File: config.mk
export PLATFORM = sky130hd
export DESIGN_NAME = if_id_skid
export DESIGN_NICKNAME = d
export VERILOG_FILES = /design/src/rtl/if_id_skid.sv
export SDC_FILE = /design/constraint.sdc
export NUM_CORES = 1
export LEC_CHECK = 0
export CAP_MARGIN = 20
export CORE_MARGIN = 4
export CORE_UTILIZATION = 45
export DETAILED_ROUTE_END_ITERATION = 10
export PLACE_DENSITY = 0.78
export SYNTH_ARGS = -nofsm -noshare
export SYNTH_HDL_FRONTEND = slang
export SYNTH_SLANG_ARGS = --single-unit
export TNS_END_PERCENT = 30
File: constraint.sdc
create_clock -name clk -period 3.2 [get_ports clk]
set_input_delay 0.64 -clock clk [delete_from_list [all_inputs] [get_ports clk]]
set_output_delay 0.64 -clock clk [all_outputs]
set_load 0.02 [all_outputs]
File: src/rtl/if_id_skid.sv
// Fetch-to-decode pipeline register with a 2-entry skid, so in_ready is driven from state
// and decode back-pressure never reaches fetch combinationally.
module if_id_skid #(
  parameter int PC_W   = 64,
  parameter int INST_W = 32,
  parameter int CNT_W  = 32
) (
  input  logic              clk,
  input  logic              rst,
  input  logic              flush,
  input  logic              in_valid,
  output logic              in_ready,
  input  logic [PC_W-1:0]   pc_IF,
  input  logic [INST_W-1:0] inst_IF,
  output logic              out_valid,
  input  logic              out_ready,
  output logic [PC_W-1:0]   pc_ID,
  output logic [INST_W-1:0] inst_ID,
  output logic [CNT_W-1:0]  stall_cnt
);

  typedef enum logic [1:0] {EMPTY, ONE, TWO} state_e;

  logic              mainValid_q, mainValid_d;
  logic              skidValid_q, skidValid_d;
  logic [PC_W-1:0]   mainPc_q, mainPc_d;
  logic [INST_W-1:0] mainInst_q, mainInst_d;
  logic [PC_W-1:0]   skidPc_q, skidPc_d;
  logic [INST_W-1:0] skidInst_q, skidInst_d;
  logic [CNT_W-1:0]  stallCnt_q, stallCnt_d;
  state_e            state;
  logic              inFire;
  logic              outFire;

  // Handshake outputs are masked during reset; otherwise they follow the valid registers.
  assign in_ready  = !skidValid_q && !rst;
  assign out_valid = mainValid_q && !rst;
  assign pc_ID     = mainPc_q;
  assign inst_ID   = mainInst_q;
  assign stall_cnt = stallCnt_q;

  assign inFire  = in_valid && in_ready && !flush;
  assign outFire = out_valid && out_ready;

  always_comb begin
    state = EMPTY;
    if (skidValid_q)      state = TWO;
    else if (mainValid_q) state = ONE;
  end

  always_comb begin
    mainValid_d = mainValid_q;
    skidValid_d = skidValid_q;
    mainPc_d    = mainPc_q;
    mainInst_d  = mainInst_q;
    skidPc_d    = skidPc_q;
    skidInst_d  = skidInst_q;
    stallCnt_d  = stallCnt_q;

    if (out_valid && !out_ready && (stallCnt_q != {CNT_W{1'b1}}))
      stallCnt_d = stallCnt_q + 1'b1;

    // Flush only drops the valid bits; data registers keep their contents.
    if (flush) begin
      mainValid_d = 1'b0;
      skidValid_d = 1'b0;
    end else begin
      case (state)
        EMPTY: begin
          if (inFire) begin
            mainValid_d = 1'b1;
            mainPc_d    = pc_IF;
            mainInst_d  = inst_IF;
          end
        end
        ONE: begin
          if (inFire && outFire) begin
            mainPc_d   = pc_IF;
            mainInst_d = inst_IF;
          end else if (outFire) begin
            mainValid_d = 1'b0;
          end else if (inFire) begin
            skidValid_d = 1'b1;
            skidPc_d    = pc_IF;
            skidInst_d  = inst_IF;
          end
        end
        TWO: begin
          if (outFire) begin
            skidValid_d = 1'b0;
            mainPc_d    = skidPc_q;
            mainInst_d  = skidInst_q;
          end
        end
        default: begin
          mainValid_d = 1'b0;
          skidValid_d = 1'b0;
        end
      endcase
    end
  end

  always_ff @(posedge clk) begin
    if (rst) begin
      mainValid_q <= 1'b0;
      skidValid_q <= 1'b0;
      mainPc_q    <= '0;
      mainInst_q  <= '0;
      skidPc_q    <= '0;
      skidInst_q  <= '0;
      stallCnt_q  <= '0;
    end else begin
      mainValid_q <= mainValid_d;
      skidValid_q <= skidValid_d;
      mainPc_q    <= mainPc_d;
      mainInst_q  <= mainInst_d;
      skidPc_q    <= skidPc_d;
      skidInst_q  <= skidInst_d;
      stallCnt_q  <= stallCnt_d;
    end
  end

  // A skid entry without a main entry would break FIFO ordering.
  skidNeedsMain: assert property (@(posedge clk) disable iff (rst) !(skidValid_q && !mainValid_q));

endmodule

# Word-level counts from Yosys, hierarchy flattened
# Index checks and enable logic that the tools add are counted.
[word_totals]
reg_bits = 226
in_bits = 101
out_inout_bits = 130
elab_cells = 59
[classes]
addsub = 1
n_eq_ne = 10
muxes = 17
bitwise_logic = 5
reduce_logical = 19
[op_table]
columns = ["op", "count"]
rows = [
  ["64-bit 2-to-1 mux", 3],
  ["64-bit one-hot mux with 3 select lines", 1],
  ["32-bit 2-to-1 mux", 3],
  ["32-bit one-hot mux with 3 select lines", 1],
  ["32-bit by 1-bit adder with 32-bit output, second input constant", 1],
  ["32-bit != test, second input constant", 1],
  ["5-bit AND reduction", 3],
  ["2-bit != test, second input constant", 7],
  ["1-bit logical AND", 8],
  ["1-bit 2-to-1 mux", 6],
  ["1-bit one-hot mux with 3 select lines", 2],
  ["1-bit NOT", 5],
  ["1-bit zero test", 4],
  ["4-bit AND reduction", 1],
  ["3-bit nonzero test", 1],
  ["2-bit by 1-bit == test with 1-bit output, second input constant", 1],
  ["2-bit == test, second input constant", 1],
  ["2-bit zero test", 1],
  ["2-bit 2-to-1 mux", 1],
  ["2-bit OR reduction", 1],
]

# Logic depth before layout (Yosys ltp)
[logic_depth]
depth_word = 8
ltp_mapped = 9
ltp_nobuf = 6

# Worst setup path after synthesis
# Ideal clock, no wire load.
[synth_timing]
kind = "input -> register"
start = "input port rst"
end = "register stallCnt_q[29] (netlist: stall_cnt[29])"
setup_ps = 128
t_arrival_ps = 2493
required_time_ps = 3072
setup_slack_ps = 579
cell_stages = 8
n_path_buf = 3
cell_sequence = "buf_6 or3b_1 buf_2 or4b_4 buf_6 a2111oi_2 xnor2_1 nor2_1"
[synth_via]
elab_chain_cells = 4
[synth_lines]
columns = ["element", "line_no", "text"]
rows = [
  ["start, declared", "9", "input logic rst,"],
  ["1-bit zero test", "37", "assign out_valid = mainValid_q && !rst;"],
  ["1-bit logical AND", "37", ""],
  ["1-bit logical AND (2 in series)", "60", "if (out_valid && !out_ready && (stallCnt_q != {CNT_W{1'b1}}))"],
  ["end signal, assigned", "119", "stallCnt_q <= stallCnt_d;"],
  ["end, declared", "30", "logic [CNT_W-1:0] stallCnt_q, stallCnt_d;"],
]
# Several ways; a longest one is shown, not always the timed one.
# A chain may end at the register's enable or synchronous reset.

# Final worst setup path
[layout_timing]
start = "input port out_ready"
end = "register stallCnt_q[31] (netlist: stall_cnt[31])"
[layout_via]
elab_chain_cells = 3
[layout_lines]
columns = ["element", "line_no", "text"]
rows = [
  ["start, declared", "16", "input logic out_ready,"],
  ["1-bit zero test", "60", ""],
  ["1-bit logical AND (2 in series)", "60", ""],
]
# Every way passes these cells.

==> results.tsv <==
stage	metric	value	unit
yosys	post-synthesis compound-gate area fraction	0.165	
detailed_routing	WL per Instance	15.8	um
global_routing	pin count of the biggest net entering global routing	200	
setup_path	critical path peak fanout	12	
die	site row count	52	
global_routing	first-pass GRT wire length	38800	um
final_layout	Area growth, synth to finish	36.5	%
setup_path	critical path class	primary input to flop	
yosys	Synth top area share	0.492	
placed_design	Detail Placement HPWL	15300	um
die	initial cell density of the core	0.456	
yosys	Post-Synthesis Cells	1055	
detailed_routing	1st-iter DRT viols	352	
yosys	Synth warnings	0	
yosys	XOR/XNOR Fraction of Synth Area	0.0162	
final_layout	layout cells sized above 1	0.0558	
detailed_routing	Via Count	7981	
sta	RSZ-0062 raised after global routing	false	
sta	crit path time final	2.43	ns
yosys	mux cell area share after synthesis	0.108	
global_routing	initial antenna violation count	0	
placed_design	placed insts	1480	
yosys	number of register bits inferred by synthesis	226	
clock_tree	worst skew pair latency	0.50	ns
flow_run	Max-Cap Viols	0	
yosys	EDFF count, synth	0	
yosys	Synth Area per Inst	8.72	um^2
clock_tree	total CTS buffers	24	
power_and_ir_drop	VDD IR max	415	uV
detailed_routing	final antenna-violating net count	0	
clock_tree	CTS tree	done	
sta	clk_skew	0.00691	ns
yosys	Async S/R FF share, synth	0	
global_routing	vias in the first global route	7783	
sta	Slew Limit Fails	0	
setup_path	Worst Path Required	3.57	ns
placed_design	Placer Congestion	0.876	
die	Die Width	151	um
clock_tree	Clock Tree Buf Depth	3	
setup_path	crit path from	out_ready	
die	Ports	231	
clock_tree	Reg clk slew, reported paths	0.06	ns
sta	FMAX	412	MHz
yosys	largest cells by area after synthesis	dfxtp_1, mux2i_1, nand2_1	
yosys	Post-Synth Simple-Gate Area	0.177	
yosys	adder-cell share of the synthesized area	0.00136	
setup_path	R2R Setup Slk	0.82	ns
final_layout	most common cell after layout, fill and taps aside	clkdlybuf4s50_1	
global_routing	total gr overflow	0	
setup_path	Critical Path End	stall_cnt[31]$_SDFFE_PP0P_	
setup_path	worst endpoint data arrival time	2.80	ns
detailed_routing	Remaining DRCs	0	
detailed_routing	first-pass detailed-route iteration total	5	
placed_design	I/O Buffers	230	
yosys	Post-synth top flop	dfxtp_1	
yosys	cell area after synthesis	0.00920	mm^2
clock_tree	htree depth	1	
setup_path	CP startpoint kind	primary input	
sta	Max-Slew Margin vs Limit	0.348	
final_layout	nets	1338	
hold_path	hold crit path type	flop to flop	
global_routing	gr usage total	0.206	
die	core area	0.0202	mm^2
detailed_routing	Post-Route WL	24100	um
clock_tree	Hold-fix buffers, CTS	0	
final_layout	final std cells w/o fill	1525	
yosys	Synth cell types	41	
final_layout	Filler cells	1721	
setup_path	Critical Path End Type	flop	
setup_path	worst reg2reg path depth	5	
sta	Final Hold Fails	0	
detailed_routing	Vias/cell	5.23	
sta	final setup TNS	0	ns
die	Die H	151	um
setup_path	Crit Reg-Reg Endpoint	stall_cnt[11]$_SDFFE_PP0P_	
yosys	area leader, netlist	dfxtp_1	
sta	Tcrit/Tclk final	0.759	
final_layout	most frequent cells in the layout	clkdlybuf4s50_1, dfxtp_1, nand2_1, nor2_1, a21oi_1	
power_and_ir_drop	P_leak	3.96	nW
die	area of the die	0.0228	mm^2
sta	Least-Margin Pin Slew	0.978	ns
setup_path	Reg-to-Reg Start	stall_cnt[4]$_SDFFE_PP0P_	
sta	final setup fails	0	
yosys	main combinational cell family by area after synthesis	simple AND/OR/NAND/NOR gates	
clock_tree	CTS resizes	0	
clock_tree	clk sinks	226	
yosys	Post-Syn Nets	1157	
clock_tree	Root Buffer	clkbuf_16	
power_and_ir_drop	PwrDens	520	mW/mm^2
yosys	sequential area share after synthesis	0.492	
outcome	status	completed	
clock_tree	Post CTS Setup Buffer Count	0	
through the flow:
step | setup slack [ns] | util | hold WS (ns) | instance area [um^2] | power (mW)
3_3_place_gp | 0.306 | 0.579 | 0.441 | 11700 | 3.59
6_report | 0.772 | 0.622 | 0.452 | 12600 | 6.52
4_1_cts | 0.769 | 0.622 | 0.455 | 12500 | 6.60
2_1_floorplan | 0.579 | - | 0.436 | 9200 | 3.27
5_1_grt | 0.579 | 0.622 | 0.465 | 12500 | 6.78
3_5_place_dp | 0.272 | 0.579 | 0.446 | 11700 | 3.60
cell usage after synthesis, types with 5 or more instances:
cell type,instances
dfxtp_1,226
nand2_1,203
nor2_1,121
a21oi_1,108
a211oi_1,99
mux2i_1,96
clkbuf_1,74
buf_1,13
nand4_1,12
xnor2_1,11
nand3_1,10
nor2b_1,6
nor3_1,6
o31ai_1,6
or4_1,6
xor2_1,6
and4_1,5
inv_1,5
worst max-delay path, stage by stage:
cell	delay [ns]
clkdlybuf4s50_1	0.45
or3b_1	0.39
or4b_4	0.68
a2111oi_2	0.43
xnor2_1	0.16
nor2_1	0.05
routing by layer:
metal  wire [um]  share of wire  global-route usage  up-vias
met4         831          0.035              0.0721        0
li1            -              -                   -     4040
met3        1340          0.056              0.0398       56
met2       11700           0.48               0.348      198
met5           0              0                   0        -
met1       10200           0.43               0.264     3687
registers in the layout, summed over array words and instances, names as in the netlist:
signal       count
inst_ID         32
mainValid_q      1
pc_ID           64
skidInst_q      32
skidPc_q        64
skidValid_q      1
stall_cnt       32
power by group:
group          internal [mW]  leakage [nW]  switching [mW]  total [mW]
Combinational          0.307          1.70           0.307       0.614
Clock                   1.90         0.427            1.08        2.99
Sequential              2.88          1.83          0.0395        2.92
Total                   5.09          3.96            1.43        6.52
layout make-up:
class                           count  area [um^2]  share of cell area
Antenna cell                        1         2.50            0.000199
Clock inverter                     10          175              0.0140
Timing Repair Buffer              245         2480               0.197
Inverter                            5         18.8             0.00150
Sequential cell                   226         4530               0.361
Tap cell                          270          338              0.0269
Multi-Input combinational cell    734         4320               0.344
Clock buffer                       34          689              0.0549
worst min-delay path by stage:
stage / slack (ns) / endpoint / cells past startpoint / start
6_report: 0.45 / skidPc_q[24]$_SDFFE_PP0P_ / 2 / skidPc_q[24]$_SDFFE_PP0P_
3_3_place_gp: 0.44 / skidInst_q[15]$_SDFFE_PP0P_ / 2 / skidInst_q[15]$_SDFFE_PP0P_
2_1_floorplan: 0.44 / skidInst_q[0]$_SDFFE_PP0P_ / 2 / skidInst_q[0]$_SDFFE_PP0P_
4_1_cts: 0.45 / skidPc_q[45]$_SDFFE_PP0P_ / 2 / skidPc_q[45]$_SDFFE_PP0P_
3_5_place_dp: 0.45 / skidPc_q[27]$_SDFFE_PP0P_ / 2 / skidPc_q[27]$_SDFFE_PP0P_
5_1_grt: 0.47 / skidPc_q[45]$_SDFFE_PP0P_ / 2 / skidPc_q[45]$_SDFFE_PP0P_
cells by family (layout without fill, tap and decap cells):
| logic type | count (synthesis) | in the layout |
|---|---|---|
| compound gates | 230 | 230 |
| fa+ha+maj | 1 | 1 |
| xor+xnor | 17 | 17 |
| flops | 226 | 226 |
| simple gates | 387 | 387 |
| other cells | 0 | 1 |
| buf+inv | 95 | 294 |
| mux | 99 | 99 |
No activity file was read; power rests on OpenSTA's default activity.
